### config.mk
export PLATFORM = sky130hd
export DESIGN_NAME = scope_trigger_capture
export DESIGN_NICKNAME = d
export VERILOG_FILES = /design/src/rtl/scope_trigger_capture.sv
export SDC_FILE = /design/constraint.sdc
export NUM_CORES = 2
export LEC_CHECK = 0
export CELL_PAD_IN_SITES_DETAIL_PLACEMENT = 1
export CELL_PAD_IN_SITES_GLOBAL_PLACEMENT = 2
export CORE_MARGIN = 4
export CORE_UTILIZATION = 55
export DETAILED_ROUTE_END_ITERATION = 12
export GPL_ROUTABILITY_DRIVEN = 0
export PLACE_DENSITY_LB_ADDON = 0.1
export SLEW_MARGIN = 30
export SYNTH_ARGS = -nofsm -noshare
export SYNTH_HDL_FRONTEND = slang
export SYNTH_SLANG_ARGS = --single-unit
### constraint.sdc
create_clock -name i_clk -period 6.3 [get_ports i_clk]
set_input_delay 1.89 -clock i_clk [delete_from_list [all_inputs] [get_ports i_clk]]
set_output_delay 1.89 -clock i_clk [all_outputs]
set_load 0.005 [all_outputs]
### src/rtl/scope_trigger_capture.sv
// Trigger-and-capture stage for the ADC front end. Samples stream into a circular
// buffer; a level crossing (or a forced trigger) ends the pre-trigger phase and a
// fixed number of post-trigger samples completes the window, which is then frozen
// for random-access readout relative to the oldest sample of the window.
module scope_trigger_capture #(
   parameter int DATA_W   = 12,
   parameter int DEPTH    = 256,
   parameter int ADDR_W   = 8,
   parameter int PRE_TRIG = 64
) (
   input  logic              i_clk,
   input  logic              i_reset_n,
   input  logic [DATA_W-1:0] i_sample,
   input  logic              i_sample_valid,
   input  logic [DATA_W-1:0] i_trig_level,
   input  logic              i_trig_rising,
   input  logic              i_arm,
   input  logic              i_force,
   input  logic [ADDR_W-1:0] i_rd_addr,
   output logic [DATA_W-1:0] o_rd_data,
   output logic              o_busy,
   output logic              o_triggered,
   output logic              o_done
);

   localparam int CNT_W  = ADDR_W + 1;
   localparam int POST_N = DEPTH - PRE_TRIG;

   localparam logic [ADDR_W-1:0] PRE_LAST     = ADDR_W'(PRE_TRIG - 1);
   localparam logic [CNT_W-1:0]  POST_LAST_M1 = CNT_W'(POST_N - 1);

   typedef enum logic [2:0] {
      StIdle,
      StPre,
      StWait,
      StPost,
      StDone
   } state_e;

   state_e              r_state;
   state_e              w_state_nxt;
   logic [ADDR_W-1:0]   r_wp;
   logic [ADDR_W-1:0]   w_wp_nxt;
   logic [ADDR_W-1:0]   r_start;
   logic [ADDR_W-1:0]   w_start_nxt;
   logic [DATA_W-1:0]   r_prev;
   logic [DATA_W-1:0]   w_prev_nxt;
   logic                r_prev_ok;
   logic                w_prev_ok_nxt;
   logic                r_force_pend;
   logic                w_force_pend_nxt;
   logic [ADDR_W-1:0]   r_pre_cnt;
   logic [ADDR_W-1:0]   w_pre_cnt_nxt;
   logic [CNT_W-1:0]    r_post_cnt;
   logic [CNT_W-1:0]    w_post_cnt_nxt;
   logic                r_busy;
   logic                r_triggered;
   logic                r_done;
   logic [DATA_W-1:0]   r_rd_data;

   logic [DATA_W-1:0]   r_mem [DEPTH];

   logic                w_capturing;
   logic                w_accept;
   logic                w_cross;
   logic                w_trig;
   logic [ADDR_W-1:0]   w_wp_inc;
   logic [ADDR_W-1:0]   w_rd_idx;

   // A sample in the arm cycle is dropped so the new capture starts clean.
   assign w_capturing = (r_state == StPre) || (r_state == StWait) || (r_state == StPost);
   assign w_accept    = i_sample_valid && !i_arm && w_capturing;
   assign w_wp_inc    = r_wp + 1'b1;
   assign w_rd_idx    = r_start + i_rd_addr;

   // Level-crossing detector against the previous accepted sample.
   always_comb begin
      w_cross = 1'b0;
      if (i_trig_rising) begin
         w_cross = (r_prev < i_trig_level) && (i_sample >= i_trig_level);
      end else begin
         w_cross = (r_prev > i_trig_level) && (i_sample <= i_trig_level);
      end
   end

   assign w_trig = (r_state == StWait) && w_accept && (r_force_pend || (r_prev_ok && w_cross));

   // Next-state and datapath update; arm overrides everything, including force.
   always_comb begin
      w_state_nxt      = r_state;
      w_wp_nxt         = r_wp;
      w_start_nxt      = r_start;
      w_prev_nxt       = r_prev;
      w_prev_ok_nxt    = r_prev_ok;
      w_force_pend_nxt = r_force_pend;
      w_pre_cnt_nxt    = r_pre_cnt;
      w_post_cnt_nxt   = r_post_cnt;

      if (w_accept) begin
         w_wp_nxt = w_wp_inc;
      end

      if (i_arm) begin
         w_state_nxt      = StPre;
         w_prev_ok_nxt    = 1'b0;
         w_force_pend_nxt = 1'b0;
         w_pre_cnt_nxt    = '0;
         w_post_cnt_nxt   = '0;
      end else begin
         unique case (r_state)
            StIdle, StDone: begin
               w_state_nxt = r_state;
            end
            StPre: begin
               if (i_force) begin
                  w_force_pend_nxt = 1'b1;
               end
               if (w_accept) begin
                  w_prev_nxt    = i_sample;
                  w_prev_ok_nxt = 1'b1;
                  if (r_pre_cnt == PRE_LAST) begin
                     w_state_nxt = StWait;
                  end else begin
                     w_pre_cnt_nxt = r_pre_cnt + 1'b1;
                  end
               end
            end
            StWait: begin
               if (i_force) begin
                  w_force_pend_nxt = 1'b1;
               end
               if (w_accept) begin
                  w_prev_nxt    = i_sample;
                  w_prev_ok_nxt = 1'b1;
               end
               if (w_trig) begin
                  // The trigger sample is post sample 1; a single-sample post
                  // phase completes the window right here.
                  w_force_pend_nxt = 1'b0;
                  w_post_cnt_nxt   = CNT_W'(1);
                  if (POST_N == 1) begin
                     w_state_nxt = StDone;
                     w_start_nxt = w_wp_inc;
                  end else begin
                     w_state_nxt = StPost;
                  end
               end
            end
            StPost: begin
               if (w_accept) begin
                  if (r_post_cnt == POST_LAST_M1) begin
                     w_state_nxt = StDone;
                     w_start_nxt = w_wp_inc;
                  end else begin
                     w_post_cnt_nxt = r_post_cnt + 1'b1;
                  end
               end
            end
            default: begin
               w_state_nxt = StIdle;
            end
         endcase
      end
   end

   // Control and datapath registers; status flags are registered decodes of next state.
   always_ff @(posedge i_clk or negedge i_reset_n) begin
      if (!i_reset_n) begin
         r_state      <= StIdle;
         r_wp         <= '0;
         r_start      <= '0;
         r_prev       <= '0;
         r_prev_ok    <= 1'b0;
         r_force_pend <= 1'b0;
         r_pre_cnt    <= '0;
         r_post_cnt   <= '0;
         r_busy       <= 1'b0;
         r_triggered  <= 1'b0;
         r_done       <= 1'b0;
      end else begin
         r_state      <= w_state_nxt;
         r_wp         <= w_wp_nxt;
         r_start      <= w_start_nxt;
         r_prev       <= w_prev_nxt;
         r_prev_ok    <= w_prev_ok_nxt;
         r_force_pend <= w_force_pend_nxt;
         r_pre_cnt    <= w_pre_cnt_nxt;
         r_post_cnt   <= w_post_cnt_nxt;
         r_busy       <= (w_state_nxt == StPre) || (w_state_nxt == StWait) ||
                         (w_state_nxt == StPost);
         r_triggered  <= (w_state_nxt == StPost) || (w_state_nxt == StDone);
         r_done       <= (w_state_nxt == StDone);
      end
   end

   // Sample buffer write port; contents are not reset.
   always_ff @(posedge i_clk) begin
      if (w_accept) begin
         r_mem[r_wp] <= i_sample;
      end
   end

   // Registered read port, addressed relative to the oldest sample of the window.
   always_ff @(posedge i_clk or negedge i_reset_n) begin
      if (!i_reset_n) begin
         r_rd_data <= '0;
      end else begin
         r_rd_data <= r_mem[w_rd_idx];
      end
   end

   assign o_rd_data   = r_rd_data;
   assign o_busy      = r_busy;
   assign o_triggered = r_triggered;
   assign o_done      = r_done;

endmodule

Yosys cells after proc, flatten, opt, wreduce, memory -nomap -nowiden
Memory sizes are Yosys's and may differ from the RTL's. A register that Yosys moved wholly into a read port is not among the register bits.
Cells that the tools add are included.
{ "totals": {"n_memories": 1, "latchBits": 0, "mem_bits_ro": 0, "mem_bits_rw": 3072, "ff_bits": 53, "elab_cells": 89, "in_bits": 38} }
{ "op_classes": {"addsub": 4, "mux": 26, "eq_ne": 14, "n_div": 0, "magnitude_cmp": 4, "n_reduce_logical": 28, "shifts": 0, "mul": 0, "bitwise_logic": 1} }
{ "mem_list": {"columns": ["name", "words", "width", "read_ports", "rd_ports_with_merged_regs", "write_ports", "line_no", "rtl"], "rows": [
  ["r_mem", 256, 12, 1, 1, 1, "61", "logic [DATA_W-1:0] r_mem [DEPTH];"]
]} }
{ "ops": {"columns": ["op", "n"], "rows": [
  ["2-to-1 mux 9 bit", 4],
  ["2-to-1 mux 8 bit", 4],
  ["2-to-1 mux 3 bit", 6],
  ["case mux 9 bit (2 select lines)", 1],
  ["adder 8 x 1 -> 8 bit, second input constant", 2],
  ["== test 3 x 2 -> 1 bit, second input constant", 4],
  [">= comparator 12 bit", 1],
  ["greater-than comparator 12 bit", 1],
  ["<= comparator 12 bit", 1],
  ["less-than comparator 12 bit", 1],
  ["case mux 3 bit (4 select lines)", 1],
  ["adder 9 x 1 -> 9 bit, second input constant", 1],
  ["== test 9 x 8 -> 1 bit, second input constant", 1],
  ["2-to-1 mux 1 bit", 9],
  ["inequality test 3 bit, second input constant", 3],
  ["adder 8 bit", 1],
  ["== test 8 x 6 -> 1 bit, second input constant", 1],
  ["AND reduction 4 bit", 2],
  ["logical AND 1 bit", 7],
  ["== test 3 x 1 -> 1 bit, second input constant", 2],
  ["== test 3 bit, second input constant", 2],
  ["logical OR 1 bit", 6],
  ["AND reduction 3 bit", 2],
  ["nonzero test 2 bit", 3],
  ["other kinds (8)", 11]
]} }

Logic depth before layout (Yosys ltp)
{ "depth": {"depth_word": 12, "depth_mapped": 13, "depth_no_buf": 10} }

Worst setup path before layout
No wires, ideal clock.
{ "synth_path": {"kind": "input -> register", "from": "input i_rd_addr[0]", "to": "register r_rd_data[0] (netlist: o_rd_data[0]), read port of r_mem", "slack_ns": 1.490, "arrival_time_ns": 4.679, "path_stages": 10, "path_buffers": 4, "cell_sequence": "ha_1 > fa_1 > buf_2 > buf_2 > clkbuf_1 > clkbuf_1 > mux4_2 > mux4_2 > o211ai_1 > nand3_1"} }
{ "synth_between": {"elab_chain_len": 1} }
{ "synth_lines": {"columns": ["element", "line_no", "rtl"], "rows": [
  ["from (decl)", "19", "input logic [ADDR_W-1:0] i_rd_addr,"],
  ["adder 8 bit", "74", "assign w_rd_idx = r_start + i_rd_addr;"],
  ["to (decl)", "59", "logic [DATA_W-1:0] r_rd_data;"]
]} }
No other way between the ends.
A chain may end at the register's enable or synchronous reset.

Worst setup path in the final report
{ "layout_path": {"from": "input i_rd_addr[0]", "to": "register r_rd_data[8] (netlist: o_rd_data[8]), read port of r_mem"} }
Same word-level chain as after synthesis.

==> results.cfg <==
[outcome]
outcome = finished, final reports clean

[die]
initial_utilization_pct = 55.3
die_width_um = 478
core_um2 = 220000
num_rows = 172
die_h_um = 478
num_io_pins = 53
die_area_um2 = 229000

[critical_path]
crit_fanout = 21
critPathLaunch = i_rd_addr[0]
path_class = primary input to flip-flop
cpLargestDelayFamily = buffers and inverters
startpoint_type = primary input
crit_buf_inv = 6
path_common_cell = buf_12
r2r-end = o_rd_data[8]
timing.rr.start = r_start[0]
cpMaxStageDelayCell = fa_4
critPathRequiredTime_ns = 7.11
slowest_delay_ns = 0.84
r2r_slack_ns = 1.88
critical_path.cell_chain = clkdlybuf4s50_1 > ha_4 > fa_4 > buf_12 > buf_12 > mux4_2 > mux4_2 > o22ai_1 > buf_4 > a2111oi_2 > buf_4 > a2bb2oi_1 > buf_12 > nand3_1
cp.arrival_ns = 6.53
end_kind = flip-flop
reg2reg_depth = 13

[clocking]
clkTransAtPathRegs_ns = 0.06
cts_made_buffers = 331
clkLatencyLatePin_ns = 0.96
h-tree-depth = 5
postCtsSetupBuffers = 0
cts-resized-gates = 0
root_buffer = clkbuf_16
cts_tree = done
hold_buffers = 0
cts.path.max_buffers = 4
clock-sinks = 3137

[sta]
worst_pin_slew_ns = 1.01
hold-worst-slack_ns = 0.505
setup_tns_ns = 0
drv_slew = 0
post-route-period-util_pct = 90.9
relSlewSlack_pct = 32.6
hold_violations = 0
rsz0062_at_grt = false
min_period_ns = 5.73
fmax_mhz = 175
finalSetupViolCount = 0
skew_ns = 0.0626

[yosys]
synth_nets = 5387
synth_xor_area_share_pct = 0.187
synth_cells = 5311
synth-async-reset-ratio_pct = 2.07
synthAdderAreaFrac_pct = 0.397
synth_compound_area_share_pct = 0.997
synth.avg_cell_area_um2 = 22.9
yosys.area_share.simple_pct = 2.14
synthFlopType = edfxtp_1
synth_top_family_by_area = multiplexers
ys_seq_area_share_pct = 77.2
ys.warnings.count = 0
synth_top_cell_by_area = edfxtp_1
ys_types = 60
synth_area_leaders = edfxtp_1 76%, mux4_2 17%, dfrtp_1 1.3%
syn_area_um2 = 122000
synthMuxAreaShare_pct = 17.8
netlist.area_leader.share_pct = 75.9
synth_edf_count = 3072
synth_seq_cells = 3137

[routing]
wl_per_cell_um = 34.8
drc = 0
drtIter0Drc = 7027
dr_total_vias = 58600
dr.pass1.iters = 5
wl_um = 317000
viasPerCell = 6.43
ant_nets = 0

[finish]
final_core_util_pct = 63.4
drive_above_1_share_pct = 31.7
syn_to_final_growth_pct = 14.7
final_cells = 9110
nets = 5986
num-fill-cells = 17400

[power]
intPower_mw = 35.1
pwr-share-seq_pct = 51.3
p_comb_share_pct = 8.0
powerDensity_nw_per_um2 = 324
power_frac_clock_pct = 40.7
swShare_pct = 22.3
ir_drop_mv = 0.328
p_leak_nw = 44.4
power_switching_mw = 10.1

[global_route]
grt_pass1_vias = 61500
grt_pass1_wl_um = 458000
antenna_found_initial = 10
grt_use_total_pct = 28.2
grt_max_degree = 196
grt.overflow.total = 0

[hold_path]
hold_path.class = flip-flop to flip-flop
whs_path_depth = 1
min_to = r_post_cnt[8]
hp-start = r_post_cnt[8]

[placement]
portBuffers = 52
dp_cells = 8532
place_hpwl_um = 197000

[flow_run]
drv_cap = 0
[per-stage QoR]
| stage | power, mW | setup WS [ns] | area [µm²] |
|---|---|---|---|
| 2_1_floorplan | 25.3 | 1.49 | 122000 |
| 3_3_place_gp | 27.2 | -0.623 | 129000 |
| 3_5_place_dp | 27.3 | -0.297 | 129000 |
| 4_1_cts | 45.6 | 0.703 | 139000 |
| 5_1_grt | 46.8 | 0.646 | 139000 |
| 6_report | 45.2 | 0.574 | 139000 |
[worst register-to-register path, cell delays in order, from the launching register on]
cell and delay, ns:
dfrtp_1 0.43, ha_4 0.19, fa_4 0.84, buf_12 0.21, buf_12 0.23, mux4_2 0.37, mux4_2 0.53, o22ai_1 0.38
buf_4 0.20, a2111oi_2 0.06, buf_4 0.16, a2bb2oi_1 0.48, buf_12 0.17, nand3_1 0.07
[flip-flops by register name (all words and copies together), names as in the netlist]
| signal | count |
|---|---|
| r_state | 3 |
| r_pre_cnt | 8 |
| r_start | 8 |
| r_mem | 3072 |
| o_busy | 1 |
| o_rd_data | 12 |
| r_prev_ok | 1 |
| r_prev | 12 |
| r_post_cnt | 9 |
| r_wp | 8 |
| o_triggered | 1 |
| r_force_pend | 1 |
| o_done | 1 |
[power groups by stage]
stage	combinational (mW)	clock, mW	sequential [mW]
after floorplan	1.77	0	23.6
after global placement	3.55	0	23.7
after detailed placement	3.61	0	23.7
after CTS	3.64	18.7	23.2
after global routing	3.79	19.8	23.2
final	3.60	18.4	23.2
[routing by layer]
metal  global-route usage (%)  wire (µm)  vias up
li1                         -          -    23700
met1                     41.1     128000    32000
met2                     44.6     155000     2526
met3                     4.63      22400      442
met4                     8.73      10500        4
met5                        0         21        -
[cells by family after synthesis]
kind of cell             Yosys count
AND/OR/NAND/NOR                  608
flip-flops                      3137
AO/OA/AOI/OAI                    175
buffers and inverters            325
XOR/XNOR                          26
adder cells (fa/ha/maj)           38
multiplexers                    1002
[placed cells by master (no fill, tap or decap), types with 6 or more instances in the layout]
master	n
a2111oi_0	7
o22a_1	11
a2bb2oi_1	11
inv_1	28
xor2_1	16
clkinvlp_4	7
dfrtp_1	65
o22ai_1	26
xnor2_1	8
nor2_1	336
ha_1	36
mux2_2	37
nand3_1	60
diode_2	8
clkinv_1	75
mux4_2	923
or3_1	9
and3_1	16
inv_6	6
o21ai_0	14
buf_12	67
a22oi_1	23
nand3_2	11
edfxtp_1	3072
nand2_1	115
clkbuf_1	64
clkbuf_16	335
nor2b_1	8
bufinv_16	24
mux2i_1	42
a21oi_1	31
buf_4	438
clkinv_2	49
a31oi_1	11
o211ai_1	16
clkdlybuf4s50_1	39
buf_8	12
nand4_1	17
[synthesized netlist by cell type, drive strengths merged, types with 7 or more instances]
cell     number
clkbuf      160
mux2i        42
a31oi        11
dfrtp        65
a2bb2oi      11
mux2         37
o211ai       16
inv          28
xnor2        10
nand3        72
nor2        337
edfxtp     3072
xor2         16
nor2b         8
a22oi        23
o22ai        26
nor3          7
a2111oi      11
mux4        923
and3         16
o21ai        15
nand4        17
ha           37
buf         137
or3          13
nand2       117
a21oi        31
o22a         11
[layout make-up]
cell class                      instances  area [µm²]  area share [%]
Antenna cell                            8        20.0          0.0144
Clock buffer                          402        8660            6.21
Clock inverter                        165        1400            1.01
Inverter                               28         105          0.0754
Multi-Input combinational cell       1849       26300            18.9
Sequential cell                      3137       93900            67.3
Tap cell                             2958        3700            2.65
Timing Repair Buffer                  563        5330            3.82
[worst max-delay path by stage]
stage | slack [ns] | end | depth (start not counted)
after floorplan | 1.49 | o_rd_data[0] | 10
after global placement | -0.62 | o_rd_data[8] | 14
after detailed placement | -0.30 | o_rd_data[8] | 14
after CTS | 0.70 | o_rd_data[8] | 14
after global routing | 0.65 | o_rd_data[8] | 14
final | 0.57 | o_rd_data[8] | 14
No activity file was read; power rests on OpenSTA's default activity.
